File: config.mk
export PLATFORM = sky130hd
export DESIGN_NAME = mux_n_reg
export DESIGN_NICKNAME = d
export VERILOG_FILES = /design/src/rtl/mux_n_reg.sv
export SDC_FILE = /design/constraint.sdc
export NUM_CORES = 1
export LEC_CHECK = 0
export ABC_CLOCK_PERIOD_IN_PS = 4640
export CAP_MARGIN = 5
export CORE_ASPECT_RATIO = 1.5
export CORE_MARGIN = 2
export CORE_UTILIZATION = 34
export CTS_BUF_LIST = sky130_fd_sc_hd__clkbuf_16
export DETAILED_ROUTE_END_ITERATION = 8
export PLACE_DENSITY = 0.77
export SYNTH_ARGS = -nofsm -noshare
export SYNTH_HDL_FRONTEND = slang
export SYNTH_SLANG_ARGS = --single-unit
File: constraint.sdc
create_clock -name Clock -period 4.64 [get_ports Clock]
set_input_delay 1.16 -clock Clock [delete_from_list [all_inputs] [get_ports Clock]]
set_output_delay 1.16 -clock Clock [all_outputs]
set_load 0.01 [all_outputs]
File: src/rtl/mux_n_reg.sv
// N-channel registered multiplexer with valid/ready flow control, explicit or round-robin select.
// Optional feature macro: MUX_N_REG_TAG_EN adds Dalja_tag (source channel of the held word).
module mux_n_reg #(
    parameter int WIDTH = 24,
    parameter int N     = 4,
    parameter int SEL_W = 2
) (
    input  logic               Clock,
    input  logic               Reset,
    input  logic [N*WIDTH-1:0] Hyrja,
    input  logic [N-1:0]       Hyrja_valid,
    output logic [N-1:0]       Hyrja_ready,
    input  logic [SEL_W-1:0]   Zgjedhja,
    input  logic               Modi,
    output logic [WIDTH-1:0]   Dalja,
    output logic               Dalja_valid,
`ifdef MUX_N_REG_TAG_EN
    output logic [SEL_W-1:0]   Dalja_tag,
`endif
    input  logic               Dalja_ready
);

    logic [WIDTH-1:0] r_data_p0;
    logic             r_vld_p0;
    logic [SEL_W-1:0] r_rr_ptr;
`ifdef MUX_N_REG_TAG_EN
    logic [SEL_W-1:0] r_tag_p0;
`endif

    logic             w_can_load;
    logic             w_gnt_vld;
    logic [SEL_W-1:0] w_grant;
    logic [WIDTH-1:0] w_data;
    logic             w_load;
    logic [SEL_W-1:0] w_rr_next;

    // Grant: explicit index only matches in-range channels; round-robin takes the first valid from rr_ptr.
    always_comb begin
        w_gnt_vld = 1'b0;
        w_grant   = '0;
        if (!Modi) begin
            for (int i = 0; i < N; i++) begin
                if (Zgjedhja == SEL_W'(i) && Hyrja_valid[i]) begin
                    w_gnt_vld = 1'b1;
                    w_grant   = SEL_W'(i);
                end
            end
        end else begin
            for (int k = N - 1; k >= 0; k--) begin
                for (int i = 0; i < N; i++) begin
                    if (i == (int'(r_rr_ptr) + k) % N && Hyrja_valid[i]) begin
                        w_gnt_vld = 1'b1;
                        w_grant   = SEL_W'(i);
                    end
                end
            end
        end
    end

    always_comb begin
        w_data = '0;
        for (int i = 0; i < N; i++) begin
            if (w_grant == SEL_W'(i)) begin
                w_data = Hyrja[i*WIDTH +: WIDTH];
            end
        end
    end

    assign w_can_load = !r_vld_p0 || Dalja_ready;
    assign w_load     = !Reset && w_can_load && w_gnt_vld;
    assign w_rr_next  = (int'(w_grant) == N - 1) ? '0 : w_grant + 1'b1;

    always_comb begin
        Hyrja_ready = '0;
        for (int i = 0; i < N; i++) begin
            Hyrja_ready[i] = w_load && (w_grant == SEL_W'(i));
        end
    end

    // Output register stage
    always_ff @(posedge Clock) begin
        if (Reset) begin
            r_data_p0 <= '0;
            r_vld_p0  <= 1'b0;
            r_rr_ptr  <= '0;
`ifdef MUX_N_REG_TAG_EN
            r_tag_p0  <= '0;
`endif
        end else if (w_load) begin
            r_data_p0 <= w_data;
            r_vld_p0  <= 1'b1;
`ifdef MUX_N_REG_TAG_EN
            r_tag_p0  <= w_grant;
`endif
            if (Modi) begin
                r_rr_ptr <= w_rr_next;
            end
        end else if (Dalja_ready) begin
            r_vld_p0 <= 1'b0;
        end
    end

    assign Dalja       = r_data_p0;
    assign Dalja_valid = r_vld_p0;
`ifdef MUX_N_REG_TAG_EN
    assign Dalja_tag   = r_tag_p0;
`endif

endmodule

==> results of run 1 <==
[metal layers]
| metal | global-route usage, % | routed length (µm) | vias to the layer above |
|---|---|---|---|
| met5 | 0 | 0 | - |
| met2 | 41.9 | 3950 | 88 |
| met1 | 23.7 | 2600 | 1081 |
| met3 | 2.53 | 443 | 4 |
| met4 | 4.87 | 63 | 0 |
| li1 | - | - | 1118 |
[cell type report]
| class | instances | area (µm²) | share of cell area, % |
|---|---|---|---|
| multi-input cells | 167 | 1330 | 37.9 |
| inverters | 8 | 30.0 | 0.855 |
| repair buffers | 147 | 1440 | 41.0 |
| well taps | 72 | 90.1 | 2.56 |
| flip-flops and latches | 27 | 541 | 15.4 |
| clock inverters | 1 | 3.75 | 0.107 |
| clock buffers | 3 | 75.1 | 2.14 |
[per-stage QoR]
| stage | cells | utilization (%) | setup WS [ps] | power, W | cell area (µm²) |
|---|---|---|---|---|---|
| floorplan | 224 | - | 487 | 0.000492 | 2000 |
| global placement | 421 | 59.6 | 14.6 | 0.000696 | 3420 |
| detailed placement | 421 | 59.6 | 39.7 | 0.000703 | 3420 |
| CTS | 425 | 61.0 | 8.65 | 0.000903 | 3500 |
| global route | 425 | 61.2 | 4.41 | 0.000944 | 3510 |
| finish | 425 | 61.2 | 171 | 0.000893 | 3510 |
[kinds of logic after synthesis]
family	synth area share [%]
AO/OA/AOI/OAI	36.5
adder cells (fa/ha/maj)	2.50
flip-flops	27.0
multiplexers	13.3
AND/OR/NAND/NOR	13.0
buffers and inverters	7.63
[where the power goes]
| part | leakage [nW] | internal, W | switching, W |
|---|---|---|---|
| sequential | 0.223 | 0.000269 | 0.0000195 |
| combinational | 1.15 | 0.000244 | 0.000165 |
| clock | 0.0423 | 0.000115 | 0.0000806 |
[cells in the final DEF (no fill, tap or decap), types with 6 or more instances in the layout]
master,instances
sky130_fd_sc_hd__dfxtp_1,27
sky130_fd_sc_hd__mux2i_1,24
sky130_fd_sc_hd__clkdlybuf4s50_1,133
sky130_fd_sc_hd__a22oi_1,24
sky130_fd_sc_hd__inv_1,7
sky130_fd_sc_hd__a221o_1,24
sky130_fd_sc_hd__o21a_1,25
sky130_fd_sc_hd__buf_4,13
sky130_fd_sc_hd__nor2_1,6
sky130_fd_sc_hd__nand2b_1,24
[registers in the layout, summed over array words and instances (netlist names)]
| register | count |
|---|---|
| Dalja | 24 |
| Dalja_valid | 1 |
| r_rr_ptr | 2 |
[worst max-delay path by stage]
stage                     slack [ps]        endpoint            from
after floorplan                  490  Hyrja_ready[3]  Hyrja_valid[0]
after global placement            10  Hyrja_ready[3]  Hyrja_valid[0]
after detailed placement          40  Hyrja_ready[3]  Hyrja_valid[0]
after CTS                          9  Hyrja_ready[3]  Hyrja_valid[0]
after global routing               4  Hyrja_ready[3]  Hyrja_valid[0]
final                            170  Hyrja_ready[3]  Hyrja_valid[0]
[worst max-delay path: cells and delay by family]
kind | cells | cell delay [ps]
AOI/OAI and AO/OA | 2 | 470
adders and majority gates | 1 | 180
buffers and inverters | 3 | 1030
and+or+nand+nor | 3 | 450
[repair_timing]
| action | 4_1_cts | 5_1_grt |
|---|---|---|
| setup endpoints to repair | 0 | 4 |
| gates resized for setup | 0 | 4 |
| hold endpoints to repair | 0 | 0 |
==> impl_summary.md, run 1 <==
Timing
The maximum operating frequency is between 0.2 and 0.25 GHz. Setup violations remaining at the end of the flow were counted as 0. The worst pin sits at a relative slew slack of between 20 and 30%. Setup repair after global routing left no endpoint under its margin. After routing, the total negative slack on setup checks comes to 0 ps.

The final setup skew is approximately 3 ps. The max-slew violation count is 0. The part of the cycle the worst path needs is a little over nine tenths. At the pin with the least slew margin, the transition time is around 1100 ps.

The time the final worst path needs with I/O delays and setup is 4470 ps. The final hold violation count was 0. The smallest hold slack is about 480 ps.

Worst setup path
The critical path goes through clkdlybuf4s50_1, nor2b_1, a21boi_1, o311ai_2, and2_1, ha_1, clkinv_1, nor2_1, clkdlybuf4s50_1. The startpoint type of the worst setup path is a primary input. The dominant cell type by count on the critical path is sky130_fd_sc_hd__clkdlybuf4s50_1. The largest fanout on the critical path is 2. Data arrives at the worst endpoint at between 3000 and 4000 ps.

Counting cells, the worst reg-to-reg path comes to 10. For this design, the slowest cell found on the critical path is sky130_fd_sc_hd__clkdlybuf4s50_1. The delay contributed by the slowest stage of the critical path is 540 ps. The origin of the critical flop-to-flop path is r_rr_ptr[0]. The endpoint of the most critical register-to-register path is Dalja[8]. The critical path in this run is classified as primary input to output port. Data on the critical path is required at its endpoint by between 3000 and 4000 ps. In this run the register-to-register setup slack is 1650 ps.

STA classifies the critical path endpoint as an output port.

Logic synthesis
The most numerous cell in the Yosys netlist is sky130_fd_sc_hd__dfxtp_1. In this run the cell area of the synthesized design comes to 2000 µm². After synthesis, the share of flip-flops with an asynchronous set or reset is 0%.

Counting flops and latches in the post-synthesis netlist gives 27. The number of standard cells after synthesis is 224. The number of warning messages in the yosys log is 0. By area the synthesized netlist is led by sky130_fd_sc_hd__dfxtp_1 (27%), sky130_fd_sc_hd__a221o_1 (12%), sky130_fd_sc_hd__mux2i_1 (12%). The biggest area consumer among synthesized cells is sky130_fd_sc_hd__dfxtp_1.

For this run, the leading register cell type out of synthesis is sky130_fd_sc_hd__dfxtp_1. The mean area per synthesized cell is approximately 9 µm². Yosys mapped a number of flops with a built-in enable equal to 0. For this run, the register share of the synthesized area comes to between 20% and 30%. The count of distinct cell types in the synthesized netlist is 33.

The fraction of synthesized cell area taken by the top area cell type is between 20% and 30%. The commonest cells after synthesis are sky130_fd_sc_hd__dfxtp_1 (27), sky130_fd_sc_hd__o21a_1 (25). The post-synth net total is around 330.

Die
For this configuration, the core starts out at a cell density of between 30% and 40%. Measured along the y axis, the die boundary spans between 90 and 100 µm. The I/O pin count is around 140. The floorplan has 34 rows. The die outline width is 66.6 µm.

The core region is about 5700 µm². The die outline area is 6530 µm².

Clock tree
The clock root buffer is sky130_fd_sc_hd__clkbuf_16. Counting the buffers created by CTS gives 3. The maximum root-to-sink buffer count is 2. Clock tree synthesis found a total of 27 sinks. The clock-pin slew on the worst setup and hold paths is 70 ps.

The number of setup buffers added after CTS is 0. The CTS tree is yes. The clock latency reported for the late side of the worst-skew pair is about 260 ps. In this run the number of H-tree levels came out at 1. In this run, post-CTS hold repair placed 0 buffers.

Drt
The routed design has roughly 7.1 mm of wire. The first detailed-routing pass ran for 4 iterations. The number of routed nets with antenna violations is 0. The per-cell routed wire length is between 15 and 20 µm.

The routed layout has approximately 2300 vias. After the first detailed-routing iteration, the DRC count stood at 94. In the routed design, unresolved DRC markers number 0. The number of vias per cell after detailed routing is about 5.4.

Cells and area
After the last flow step, the layout net total stands at 464. Compared with the post-synthesis result, the final layout area differs by 75.6%. The fraction of final layout cells with drive strength greater than 1 is about 6.2%. After filler insertion, the fill cell instance count of the layout stands at roughly 550.

The repair_antennas step left the layout with diodes totalling 0.

Min path
The worst hold path terminates at Dalja[21]. The launch instance of the worst min-delay path is Dalja[21]. The hold-critical path depth is 2. The min-delay analysis places its worst path in the category flip-flop to flip-flop.

Outcome
The flow ran to the end, and the final reports show no timing, DRC or antenna violations.

Global route
The via count of the first global-routing pass is 2329. For this run, the total global-route usage over all layers was measured as between 20% and 30%. The global-route wire length before repair is around 11 mm. The leftover overflow at the end of global routing is 0. Entering global routing, the biggest net connects 27 pins. The initial antenna violation count is 0.

Flow run
The tool flagged a number of max-cap violations equal to 0.

Pwr
The power density normalized to cell area is ~250 nW/µm². VDD sags by at most 0.142 mV. The cell leakage power is approximately 1.4 nW.

Place
The routability-driven placement congestion ratio is around 0.88. Detailed placement finished with a half-perimeter wire length of 5.19 mm. The count of buffers added on input and output ports is between 100 and 150.
Note: power is estimated with default switching activity, not from simulation.
==> run 2: changes to the inputs <==
ABC_CLOCK_PERIOD_IN_PS = unset   (was 4640)
SLEW_MARGIN = 10   (was unset)
==> results of run 2 <==
Same layout as run 1: the final DEF is identical, and so are final timing and power.
==> run 3: changes to the inputs <==
CORE_MARGIN = 1.5   (was 2)
==> impl_summary.md, run 3 (synthesized netlist as in run 1, its figures left out) <==
Worst setup path
The startpoint type of the worst setup path is a primary input. The setup slack of the most critical reg-to-reg path is 1510 ps (-140 ps). The endpoint kind of the worst setup timing path is an output port. The worst setup path is of the primary input to output port kind. The largest fanout on the critical path came to 5 (+3). The arrival time of data at the critical path endpoint was 3310 ps (about the same). The data required time of the worst path is 3480 ps (about the same).

Drt
The total routed wirelength is 7.20 mm (+2.0%). The number of routed nets with antenna violations came to 0 (unchanged). The met1 wire length is 2.63 mm (+1.2%).

The post-route DRC violation count came to 0 (unchanged). The met2 wire length is 3.96 mm (+0.13%). After detailed routing, no signal wire sits above met4. The number of DRC markers after the initial detailed-route iteration is 111 (+18%). The via count of the routed design is 2314 (+1.0%). The number of vias per cell after detailed routing is 5.42 (+0.53%).

The per-cell routed wire length came to 16.9 µm (+1.5%). The met3 layer wire length in the routed design is 502 µm (+13%). The first-pass iteration count of the detailed router is 4 (unchanged).

Timing
The maximum operating frequency is 0.224 GHz (about the same). The slack of the critical path came to 174 ps (+2.28 ps). The setup TNS after final layout is 0 ps (unchanged). The worst max-slew margin expressed relative to the limit is 26.8% (-0.98 points). The final setup skew is 2.21 ps (-0.766 ps). The max-slew violation count is 0 (unchanged). The actual slew at the worst max-slew pin is 1090 ps (+14.7 ps).

The part of the cycle the worst path needs is 96.3% (about the same). The time the final worst path needs with I/O delays and setup is 4470 ps (-2.28 ps). The final hold violation count is 0 (unchanged). The count of final setup violators is 0 (unchanged). Setup repair after global routing left no endpoint under its margin.

Die
The die outline area is 6360 µm² (-2.5%). The die height is 97.0 µm (-1.0%). The die outline width is 65.6 µm (-1.5%). The number of rows created at floorplan is 34 (unchanged). The core footprint is 5740 µm² (unchanged).

The I/O pin count was 135 (unchanged). The starting utilization of the core area is 34.8% (unchanged).

Place
The count of input and output buffers is 134 (unchanged). The estimated wirelength of the detail-placed design is 5.34 mm (+2.9%). The worst setup timing slack at the placement stage came to -14.1 ps (-53.8 ps).

The routability-driven placement congestion ratio came to 0.859 (-2.1%).

Clock tree
The clock latency reported for the late side of the worst-skew pair came to 260 ps (about the same). The post-CTS setup buffer count is 0 (unchanged). TritonCTS built the clock tree.

The clock-pin slew on the worst setup and hold paths is 70 ps (about the same). The clock sink count is 27 (unchanged). Clock tree synthesis selected as its root buffer the cell sky130_fd_sc_hd__clkbuf_16. The depth of the CTS H-tree is 1 (unchanged). The number of buffers created by CTS is 3 (unchanged).

The maximum root-to-sink buffer count is 2 (unchanged).

Cells and area
The fraction of final layout cells with drive strength greater than 1 is 6.76% (+0.53 points). The total number of nets in the final design was 466 (+0.43%). The number of flip-flops under the largest register name was 24 (unchanged). The library cell used most frequently in the layout, excluding fill and tap cells, is sky130_fd_sc_hd__clkdlybuf4s50_1.

The final core area utilization is 61.4% (+0.20 points). Compared with the post-synthesis result, the final layout area differs by 76.2%. Leaving out fill and tap cells, the most frequent cells in the layout are sky130_fd_sc_hd__clkdlybuf4s50_1 (132), sky130_fd_sc_hd__dfxtp_1 (27), sky130_fd_sc_hd__o21a_1 (25). The antenna diode count is 0 (unchanged).

Global route
The via count of the first global-routing pass came to 2440 (+4.8%). The global-route wire length before repair was 11.6 mm (+5.0%). The initial antenna violation count was 0 (unchanged). The maximum number of pins on one net before global-route repair is 27 (unchanged). The leftover overflow at the end of global routing is 0 (unchanged). The global-route usage over all layers is 23.0% (+1.5 points).

Pwr
The power density normalized to cell area is 255 nW/µm² (+0.34%). The cell leakage power is 1.44 nW (+1.6%). The switching power of the nets is 0.000268 W (+1.4%). The total internal power is 0.000631 W (+0.33%). The relative contribution of combinational cells to total power is 45.8% (about the same). The share of power burned in the clock network was 22.1% (+0.2 points).

The switching part of the total came to 29.9% (+0.23 points). The proportion of power drawn by flip-flops and latches is 32.0% (-0.3 points). The post-layout total power is 0.000899 W (+0.66%). The peak supply drop is 0.137 mV (-3.4%).

Outcome
The run finished with clean final reports.

Flow run
The total of max-cap violations is 0 (unchanged).

Min path
The tightest min-delay check is of the flip-flop to flip-flop type.
-- run 3: cell types whose count changed in the layout (fill, tap and decap cells not counted), sizes merged --
cell,change
clkinv,+1
clkdlybuf4s50,-1
inv,-1
buf,+2
dlymetal6s2s,+1
-- run 3: repair_timing --
action,in CTS,in global routing
hold buffers,0,0
endpoints found under the setup margin,1,2
gates resized for setup,1,2
pin swaps,0,1
-- run 3: worst paths after layout --
path,start,end,cells past startpoint
max,Hyrja_valid[1],Hyrja_ready[2],10
min reg2reg,Dalja[5],Dalja[5],2
min,Dalja[5],Dalja[5],2
max reg2reg,r_rr_ptr[0],Dalja[6],11
-- run 3: metal layers --
layer,GRT usage [%],up-vias
met2,44.1,102
met4,6.89,0
li1,-,1118
met5,0,-
met1,25.0,1088
met3,2.91,6
-- run 3: power groups by stage --
stage               Combinational, W  Clock, W  Sequential [W]
finish                      0.000412  0.000199        0.000288
global route                0.000445  0.000214        0.000292
CTS                         0.000416  0.000207        0.000288
detailed placement          0.000414         0        0.000293
global placement            0.000408         0        0.000292
floorplan                   0.000183         0        0.000309
-- run 3: critical path: stages --
cell	delay, ps
sky130_fd_sc_hd__clkdlybuf4s50_1	440
sky130_fd_sc_hd__buf_4	170
sky130_fd_sc_hd__a21o_1	140
sky130_fd_sc_hd__a21boi_0	150
sky130_fd_sc_hd__o211ai_1	120
sky130_fd_sc_hd__o21ai_0	150
sky130_fd_sc_hd__ha_1	240
sky130_fd_sc_hd__clkinv_1	90
sky130_fd_sc_hd__nor2_1	100
sky130_fd_sc_hd__clkdlybuf4s50_1	550
-- run 3: area by class of cell --
| class | instances | area [µm²] |
|---|---|---|
| clock buffers | 3 | 75.1 |
| clock inverters | 1 | 5.00 |
| fillers | 533 | 2220 |
| inverters | 8 | 30.0 |
| multi-input cells | 167 | 1330 |
| flip-flops and latches | 27 | 541 |
| well taps | 72 | 90.1 |
| repair buffers | 149 | 1460 |
-- run 3: per-stage QoR --
step                      area, µm²  hold slack (ps)  cells
after CTS                      3520              477    427
after global routing           3520              500    427
after global placement         3440              460    423
after floorplan                2000              496    224
after detailed placement       3440              466    423
final                          3520              475    427
